**config.mk**
```make
export PLATFORM = sky130hd
export DESIGN_NAME = fetcher
export DESIGN_NICKNAME = d
export VERILOG_FILES = /design/src/rtl/fetcher.sv
export SDC_FILE = /design/constraint.sdc
export NUM_CORES = 1
export LEC_CHECK = 0
export CAP_MARGIN = 20
export CORE_MARGIN = 2
export CORE_UTILIZATION = 40
export DETAILED_ROUTE_END_ITERATION = 16
export PLACE_DENSITY = 0.7
export SYNTH_ARGS = -nofsm -noshare
export SYNTH_HDL_FRONTEND = slang
export SYNTH_SLANG_ARGS = --single-unit
```
**constraint.sdc**
```tcl
create_clock -name clk_in -period 3.3 [get_ports clk_in]
set_input_delay 0.495 -clock clk_in [delete_from_list [all_inputs] [get_ports clk_in]]
set_output_delay 0.495 -clock clk_in [all_outputs]
set_load 0.02 [all_outputs]
```
**src/rtl/fetcher.sv**
```systemverilog
`default_nettype none
// ============================================================================
// Module      : fetcher
// Description : Instruction fetch unit. Issues one instruction read at a time
//               to the memory controller, predicts the next PC from the
//               fetched word (JAL taken, backward branches taken, everything
//               else falls through) and hands each instruction to the
//               dispatcher with a one-cycle valid pulse. Supports ROB
//               rollback, downstream back-pressure and a global enable.
//               Optional macro ICACHE_EN adds a direct-mapped one-word-per-
//               entry instruction cache in front of the memory controller.
// Revision    : 1.0 - initial release
// ============================================================================
module fetcher #(
  parameter logic [31:0] RESET_PC     = 32'h0,
  parameter int          ICACHE_IDX_W = 4
) (
  input  logic        clk_in,
  input  logic        rst_n_in,
  input  logic        rdy_in,
  output logic        enable_to_memctrl,
  output logic [31:0] addr_to_memctrl,
  input  logic        ready_from_memctrl,
  input  logic [31:0] inst_from_memctrl,
  output logic        idle_to_dispatcher,
  output logic [31:0] inst_to_dispatcher,
  output logic [31:0] inst_pos_to_dispatcher,
  output logic        if_jump_flag_predicted_to_dispatcher,
  output logic [31:0] rollback_pos_to_dispatcher,
  input  logic        is_full_from_rs,
  input  logic        full_flag_from_lsb,
  input  logic        full_flag_from_rob,
  input  logic        rollback_flag_from_rob,
  input  logic [31:0] rollback_pc_from_rob
);

  localparam logic [6:0] OPC_JAL    = 7'b1101111;
  localparam logic [6:0] OPC_BRANCH = 7'b1100011;

  typedef enum logic [1:0] {
    ST_IDLE    = 2'd0,
    ST_WAIT    = 2'd1,
    ST_DISCARD = 2'd2
  } state_t;

  state_t      state_q, state_d;
  logic [31:0] pc_q, pc_d;
  logic        enable_q, enable_d;
  logic [31:0] addr_q, addr_d;
  logic        idle_q, idle_d;
  logic [31:0] inst_q, inst_d;
  logic [31:0] pos_q, pos_d;
  logic        flag_q, flag_d;
  logic [31:0] rb_pos_q, rb_pos_d;

  logic        stall;
  logic        cache_hit;
  logic [31:0] cache_word;
  logic        fill_en;

  logic [31:0] fetched_word;
  logic [31:0] imm_j;
  logic [31:0] imm_b;
  logic [31:0] pc_plus4;
  logic        pred_taken;
  logic [31:0] pred_next_pc;
  logic [31:0] pred_rb_pos;

  // Any full downstream queue blocks new requests (but not one in flight).
  assign stall = is_full_from_rs | full_flag_from_lsb | full_flag_from_rob;

`ifdef ICACHE_EN
  localparam int DEPTH = 1 << ICACHE_IDX_W;
  localparam int TAG_W = 32 - ICACHE_IDX_W - 2;

  logic [DEPTH-1:0]        cache_valid_q;
  logic [TAG_W-1:0]        cache_tag_q  [DEPTH];
  logic [31:0]             cache_data_q [DEPTH];
  logic [ICACHE_IDX_W-1:0] pc_idx;
  logic [TAG_W-1:0]        pc_tag;

  assign pc_idx     = pc_q[ICACHE_IDX_W+1:2];
  assign pc_tag     = pc_q[31:ICACHE_IDX_W+2];
  assign cache_hit  = cache_valid_q[pc_idx] && (cache_tag_q[pc_idx] == pc_tag);
  assign cache_word = cache_data_q[pc_idx];

  // Valid bits are the only cache state that must be cleared by reset.
  always_ff @(posedge clk_in or negedge rst_n_in) begin
    if (!rst_n_in) begin
      cache_valid_q <= '0;
    end else if (fill_en) begin
      cache_valid_q[pc_idx] <= 1'b1;
    end
  end

  // Tag/data fill from a completed, non-discarded memctrl read; pc_q still
  // holds the request PC while in WAIT.
  always_ff @(posedge clk_in) begin
    if (fill_en) begin
      cache_tag_q[pc_idx]  <= pc_tag;
      cache_data_q[pc_idx] <= inst_from_memctrl;
    end
  end
`else
  logic unused_cfg;

  assign cache_hit  = 1'b0;
  assign cache_word = 32'h0;
  assign unused_cfg = fill_en ^ (ICACHE_IDX_W != 0);
`endif

  // Decode the word being delivered and predict the next PC and the
  // alternate (rollback) path.
  always_comb begin
    fetched_word = (state_q == ST_WAIT) ? inst_from_memctrl : cache_word;
    imm_j        = {{11{fetched_word[31]}}, fetched_word[31], fetched_word[19:12],
                    fetched_word[20], fetched_word[30:21], 1'b0};
    imm_b        = {{19{fetched_word[31]}}, fetched_word[31], fetched_word[7],
                    fetched_word[30:25], fetched_word[11:8], 1'b0};
    pc_plus4     = pc_q + 32'd4;
    pred_taken   = 1'b0;
    pred_next_pc = pc_plus4;
    pred_rb_pos  = pc_plus4;
    if (fetched_word[6:0] == OPC_JAL) begin
      pred_taken   = 1'b1;
      pred_next_pc = pc_q + imm_j;
    end else if (fetched_word[6:0] == OPC_BRANCH) begin
      if (imm_b[31]) begin
        pred_taken   = 1'b1;
        pred_next_pc = pc_q + imm_b;
      end else begin
        pred_rb_pos  = pc_q + imm_b;
      end
    end
  end

  // Next-state and output logic; rollback always wins and suppresses delivery.
  always_comb begin
    state_d  = state_q;
    pc_d     = pc_q;
    enable_d = enable_q;
    addr_d   = addr_q;
    idle_d   = 1'b0;
    inst_d   = inst_q;
    pos_d    = pos_q;
    flag_d   = flag_q;
    rb_pos_d = rb_pos_q;
    fill_en  = 1'b0;

    if (!rdy_in) begin
      idle_d = idle_q;
    end else begin
      case (state_q)
        ST_IDLE: begin
          if (rollback_flag_from_rob) begin
            pc_d = rollback_pc_from_rob;
          end else if (!stall) begin
            if (cache_hit) begin
              idle_d   = 1'b1;
              inst_d   = fetched_word;
              pos_d    = pc_q;
              flag_d   = pred_taken;
              rb_pos_d = pred_rb_pos;
              pc_d     = pred_next_pc;
            end else begin
              enable_d = 1'b1;
              addr_d   = pc_q;
              state_d  = ST_WAIT;
            end
          end
        end

        ST_WAIT: begin
          if (rollback_flag_from_rob) begin
            pc_d = rollback_pc_from_rob;
            if (ready_from_memctrl) begin
              enable_d = 1'b0;
              state_d  = ST_IDLE;
            end else begin
              state_d  = ST_DISCARD;
            end
          end else if (ready_from_memctrl) begin
            enable_d = 1'b0;
            idle_d   = 1'b1;
            inst_d   = fetched_word;
            pos_d    = pc_q;
            flag_d   = pred_taken;
            rb_pos_d = pred_rb_pos;
            pc_d     = pred_next_pc;
            fill_en  = 1'b1;
            state_d  = ST_IDLE;
          end
        end

        ST_DISCARD: begin
          if (rollback_flag_from_rob) begin
            pc_d = rollback_pc_from_rob;
          end
          if (ready_from_memctrl) begin
            enable_d = 1'b0;
            state_d  = ST_IDLE;
          end
        end

        default: begin
          enable_d = 1'b0;
          state_d  = ST_IDLE;
        end
      endcase
    end
  end

  // State and output registers; reset abandons any outstanding request.
  always_ff @(posedge clk_in or negedge rst_n_in) begin
    if (!rst_n_in) begin
      state_q  <= ST_IDLE;
      pc_q     <= RESET_PC;
      enable_q <= 1'b0;
      addr_q   <= 32'h0;
      idle_q   <= 1'b0;
      inst_q   <= 32'h0;
      pos_q    <= 32'h0;
      flag_q   <= 1'b0;
      rb_pos_q <= 32'h0;
    end else begin
      state_q  <= state_d;
      pc_q     <= pc_d;
      enable_q <= enable_d;
      addr_q   <= addr_d;
      idle_q   <= idle_d;
      inst_q   <= inst_d;
      pos_q    <= pos_d;
      flag_q   <= flag_d;
      rb_pos_q <= rb_pos_d;
    end
  end

  assign enable_to_memctrl                    = enable_q;
  assign addr_to_memctrl                      = addr_q;
  assign idle_to_dispatcher                   = idle_q;
  assign inst_to_dispatcher                   = inst_q;
  assign inst_pos_to_dispatcher               = pos_q;
  assign if_jump_flag_predicted_to_dispatcher = flag_q;
  assign rollback_pos_to_dispatcher           = rb_pos_q;

endmodule
`default_nettype wire
```
After elaboration in Yosys (flattened, before gate mapping)
Cells that the tools add are included.

$add $sub $neg: 3. Bitwise gates (word level): 4. Equal/unequal tests: 9. Mux-type cells: 27. Reductions and logical operators: 9.

Operator list (number): $mux 32 (10); $add 32x32->32 (2); $pmux 32 s2 (1); $add 32x3->32 const B (1); $reduce_and 4->1 (4); $eq 7x7->1 const B (2); $mux 2 (5); $mux 1 (9); $pmux 2 s3 (1); $ne 2x1->1 const B (2); $ne 2x2->1 const B (2); $reduce_or 2->1 (2); $ne 3x3->1 const B (1); $reduce_and 3->1 (1); $eq 2x1->1 const B (1); $eq 2x2->1 const B (1); $logic_not 2->1 (1); $not 1->1 (2); $or 1x1->1 (2); $pmux 1 s2 (1); $reduce_bool 2->1 (1).

Bits in registers: 165. Word-level logic and storage cells: 61.

Depth between registers and ports, before layout
Gate-level depths: netlist (run 1).

Depth in word-level cells: 9. Mapped depth: 16.

Worst setup path after synthesis (run 1)
OpenSTA, ideal clock, no wires.

Path kind: flip-flop to flip-flop. Start: reg state_q[1]. End: reg pc_q[19]. Stages on the path, launching flop included: 17. Data arrival time: 3.512 ns. Required time: 3.172 ns. Setup time: 0.128 ns. Setup slack: -0.340 ns. Clock period less this slack: 3.640 ns. Buffers on the path: 2. Cells stage by stage: dfrtp_1 -> inv_1 -> ha_1 -> clkbuf_1 -> clkbuf_1 -> and2_1 -> ha_1 -> inv_1 -> fa_1 -> nand2b_1 -> a21oi_2 -> a21oi_2 -> o21ai_2 -> mux2i_1 -> xnor2_1 -> a221oi_1 -> nor3_1.

Longest elaborated chain between the ends: 9. Elaborated cells on any way between the ends: 19. Classes of those cells: 2 x add/sub; 6 x eq/ne; 7 x mux; 4 x reduce/logical.

Ends and longest elaborated chain: from (decl) (RTL line 46) `state_t state_q, state_d;`; from (signal assigned) (RTL line 226) `state_q <= state_d;`; $eq 2x1->1 (RTL line 115) `fetched_word = (state_q == ST_WAIT) ? inst_from_memctrl : cache_word;`; $mux 32 (RTL line 115); via fetched_word[8] (RTL line 61) `logic [31:0] fetched_word;`; $add 32x32->32 (RTL line 130) `pred_next_pc = pc_q + imm_b;`; $mux 32 (RTL line 128) `if (imm_b[31]) begin`; $mux 32 (RTL line 127) `end else if (fetched_word[6:0] == OPC_BRANCH) begin`; $mux 32 (RTL line 124) `if (fetched_word[6:0] == OPC_JAL) begin`; $mux 32 (RTL line 182) `end else if (ready_from_memctrl) begin`; $mux 32 (RTL line 174) `if (rollback_flag_from_rob) begin`; $pmux 32 s2 (RTL line 153) `case (state_q)`; to (signal assigned) (RTL line 227) `pc_q <= pc_d;`; to (decl) (RTL line 47) `logic [31:0] pc_q, pc_d;`.

The timed path passes the listed nets, and every way through them passes these cells. The select of a mux whose other input is x is not followed. A chain may end at the register's enable or synchronous reset.

Worst setup path after layout (run 1)
Start: reg state_q[0]. End: reg rb_pos_q[23] (netlist: rollback_pos_to_dispatcher[23]).

Longest elaborated chain between the ends: 6. Elaborated cells on any way between the ends: 9. Classes of those cells: 1 x add/sub; 3 x eq/ne; 4 x mux; 1 x reduce/logical.

Ends and longest elaborated chain: $eq 2x1->1 (RTL line 115); $mux 32 (RTL line 115); via fetched_word[7] (RTL line 61); $add 32x32->32 (RTL line 132) `pred_rb_pos = pc_q + imm_b;`; $mux 32 (RTL line 128); $mux 32 (RTL line 127); $mux 32 (RTL line 124); to (signal assigned) (RTL line 234) `rb_pos_q <= rb_pos_d;`; to (decl) (RTL line 54) `logic [31:0] rb_pos_q, rb_pos_d;`.

The timed path passes the listed nets, and every way through them passes these cells.

==> results of run 1 <==
## how the worst min path moves through the flow
stage	from	to	slack, ns	depth (start not counted)
2_1_floorplan	rst_n_in	addr_to_memctrl[0]	0.20	0
3_3_place_gp	rollback_pos_to_dispatcher[17]	rollback_pos_to_dispatcher[17]	0.45	2
6_report	rst_n_in	inst_to_dispatcher[6]	0.07	1
3_5_place_dp	rollback_pos_to_dispatcher[17]	rollback_pos_to_dispatcher[17]	0.46	2
4_1_cts	rst_n_in	inst_pos_to_dispatcher[16]	0.10	1
5_1_grt	rst_n_in	inst_to_dispatcher[4]	0.14	1
## routing by layer
layer,track usage,routed length (µm),up-vias
met1,0.362,17700,5451
li1,-,-,5140
met5,0,10,-
met2,0.434,18900,540
met4,0.0890,1080,2
met3,0.0591,3480,68
## timing repair
item                                    4_1_cts  5_1_grt
gates resized for setup                       2       57
pin swaps                                     1       19
endpoints found under the setup margin        4       34
cloned                                        0        0
setup buffers                                 3        4
## state kept, by name, indices dropped and copies added, names as in the netlist
name and cells:
enable_to_memctrl 1, inst_pos_to_dispatcher 32, inst_to_dispatcher 32, if_jump_flag_predicted_to_dispatcher 1
addr_to_memctrl 32, idle_to_dispatcher 1, rollback_pos_to_dispatcher 31, pc_q 32
state_q 2
## worst register-to-register path, cell delays in order (launching register included)
cell	delay [ns]
dfrtp_1	0.41
ha_4	0.21
buf_4	0.20
and2_1	0.20
ha_1	0.19
or3_1	0.36
a21o_1	0.20
a32oi_1	0.25
o21ai_4	0.15
a21oi_4	0.37
o21ai_1	0.12
xnor2_1	0.28
o21ai_0	0.12
## Yosys cell counts (all sizes together), types with 21 or more instances
master	count	area, µm²
dfrtp	164	4100
nand2	139	529
o21ai	122	618
mux2	88	991
nor2	81	314
a21oi	65	355
xnor2	62	543
clkbuf	61	340
nand3	39	210
nor3	38	211
buf	31	178
ha	29	363
and2	28	176
inv	28	105
xor2	21	184
## cells in the final DEF (no fill, tap or decap), types with 14 or more instances in the layout
| cell type | instances |
|---|---|
| ha_1 | 20 |
| clkdlybuf4s50_1 | 201 |
| dfrtp_1 | 164 |
| a21oi_1 | 54 |
| mux2_2 | 88 |
| nor2_1 | 78 |
| xnor2_1 | 62 |
| nand3_1 | 35 |
| a211oi_1 | 14 |
| o21ai_0 | 106 |
| a21o_1 | 17 |
| inv_1 | 27 |
| clkbuf_16 | 17 |
| nor3_1 | 34 |
| and2_1 | 24 |
| xor2_1 | 21 |
| buf_4 | 155 |
| nand2_1 | 137 |
## cells by family after synthesis
kind of cell	after synthesis	share of synthesized area
multiplexers	98	0.0958
buffers and inverters	121	0.0553
flip-flops	164	0.359
adder cells (fa/ha/maj)	32	0.0362
AND/OR/NAND/NOR	410	0.185
AO/OA/AOI/OAI	351	0.205
XOR/XNOR	83	0.0636
## final cells by class
| type | count | area, µm² | area share |
|---|---|---|---|
| clock inverters | 15 | 195 | 0.0125 |
| well taps | 378 | 473 | 0.0303 |
| clock buffers | 17 | 425 | 0.0273 |
| flip-flops and latches | 164 | 4100 | 0.263 |
| multi-input cells | 974 | 7010 | 0.449 |
| inverters | 28 | 105 | 0.00674 |
| repair buffers | 363 | 3290 | 0.211 |
## metrics by stage
| step | std cells | setup WS [ns] |
|---|---|---|
| after floorplan | 1259 | 0.00905 |
| after global placement | 1900 | -0.243 |
| after detailed placement | 1900 | -0.284 |
| after CTS | 1935 | -0.0109 |
| after global routing | 1939 | -0.00363 |
| final | 1939 | 0.101 |
## power by group through the flow
stage	Combinational (mW)	Sequential [mW]	Clock, mW
5_1_grt	9.72	3.99	2.28
3_3_place_gp	8.52	3.83	0
6_report	9.04	3.87	2.16
4_1_cts	8.69	3.83	2.20
2_1_floorplan	4.35	4.40	0
3_5_place_dp	8.62	3.86	0
==> results.py, run 1 <==
metrics = {
    "finish": {
        "synthToLayoutAreaGrowth_pct": 36.5,
        "fillers": 2521,
        "final_core_util": 0.558,
        "num_antenna_cells": 0,
        "fin_area_mm2": 0.0156,
        "layout-drive-gt1-share": 0.242,
        "fin_nets": 1651,
    },
    "cts": {
        "path_clk_slew_ns": 0.07,
        "worst_skew_pair.late_latency_ns": 0.45,
        "cts_root_buffer": "clkbuf_16",
        "cts_made_buffers": 17,
        "cts_tree": "built",
        "holdBufCountCts": 0,
        "clock_path_buffers": 2,
        "cts_sinks": 164,
        "htree_levels": 4,
    },
    "worst_setup_path": {
        "end_kind": "flop",
        "crit_path_start_kind": "flop",
        "regToRegEndpoint": "rollback_pos_to_dispatcher[23]",
        "path_delay_family": "compound AO/OA/AOI/OAI gates",
        "crit_path_start": "state_q[0]",
        "reg2reg_depth": 12,
        "crit_required_ns": 3.61,
        "crit_arrival_ns": 3.51,
        "worstReg2RegStart": "state_q[0]",
        "cp-endpoint": "rollback_pos_to_dispatcher[23]",
        "worst-path-buf-inv": 1,
        "crit_path_max_incr_delay_ns": 0.41,
        "rrSetupSlack_ns": 0.10,
        "cp_max_fo": 12,
        "crit_type": "flop to flop",
        "cp_slowest_cell": "dfrtp_1",
        "cp.depth": 12,
        "crit_chain": "ha_4 > buf_4 > and2_1 > ha_1 > or3_1 > a21o_1 > a32oi_1 > o21ai_4 > a21oi_4 > o21ai_1 > xnor2_1 > o21ai_0",
    },
    "grt": {
        "grt-ovfl-total": 0,
        "track_usage": 0.270,
        "grt_pass1_wl_um": 63400,
        "grt_pass1_vias": 11155,
        "grt_max_degree": 80,
        "antenna_found_initial": 1,
    },
    "sta": {
        "maxSlewHeadroom": 0.360,
        "worstMarginPinSlew_ns": 0.948,
        "finalCriticalPeriod_ns": 3.20,
        "finalCritPeriodShare": 0.970,
        "rsz0062_at_grt": "true",
        "hold_ws_ns": 0.0652,
        "setup_viol": 0,
        "finalMaxSlewViolations": 0,
        "timing.fmax_mhz": 313,
        "hold_viol": 0,
        "fin_tns_setup_ns": 0,
        "clock_skew_ns": 0.0171,
    },
    "yosys": {
        "ys_seq_elements": 164,
        "netlist_instances": 1259,
        "synth-warning-count": 0,
        "synth.net_count": 1362,
        "syn_avg_cell_area_um2": 9.08,
        "ys.flop_type": "dfrtp_1",
        "ys_seq_area_frac": 0.359,
        "synthesis.area_mm2": 0.0114,
        "synth_edf_count": 0,
        "netlist-cell-type-count": 104,
        "async_flop_share": 1.00,
    },
    "pwr": {
        "power_frac_clock": 0.144,
        "p_sw_mw": 6.74,
        "power_frac_comb": 0.600,
        "power_density_mw_per_mm2": 966,
        "sw_frac_of_total": 0.447,
        "p_leak_nw": 6.53,
        "p_int_mw": 8.33,
        "seqPwrFrac": 0.257,
        "ir_drop_mv": 0.474,
        "p_total_mw": 15.1,
    },
    "place": {
        "port_buffers": 202,
        "gp_congestion": 0.986,
        "dp_hpwl_um": 30000,
        "placed_cell_area_mm2": 0.0147,
    },
    "floorplan": {
        "io_pins": 203,
        "core.rowCount": 61,
        "die_h_um": 173,
        "fp.coreArea_mm2": 0.0279,
        "floorplan.initialDensity": 0.409,
        "die_w_um": 173,
        "dieArea_mm2": 0.0299,
    },
    "job": {
        "cap_violations": 0,
    },
    "drt": {
        "viasPerCell": 5.78,
        "ant_nets": 0,
        "vias": 11201,
        "drtPass1Iterations": 5,
        "drtIter0Drc": 1000,
        "wirelength_um": 41200,
        "wl_per_cell_um": 21.2,
        "drcViolationCount": 0,
    },
    "worst_hold_path": {
        "hold_class": "input pin to async pin",
    },
    "status": {
        "outcome": "finished, final reports clean",
    },
}
Note: power is estimated with default switching activity, not from simulation.
==> inputs of run 2 (changes only) <==
--- a/config.mk
+++ b/config.mk
@@ -8,6 +8,7 @@
 export CAP_MARGIN = 20
 export CORE_MARGIN = 2
 export CORE_UTILIZATION = 40
+export CTS_BUF_LIST = sky130_fd_sc_hd__clkbuf_16
 export DETAILED_ROUTE_END_ITERATION = 16
 export PLACE_DENSITY = 0.7
 export SYNTH_ARGS = -nofsm -noshare
==> results of run 2 <==
No change in the layout: final DEF, timing and power equal those of run 1.
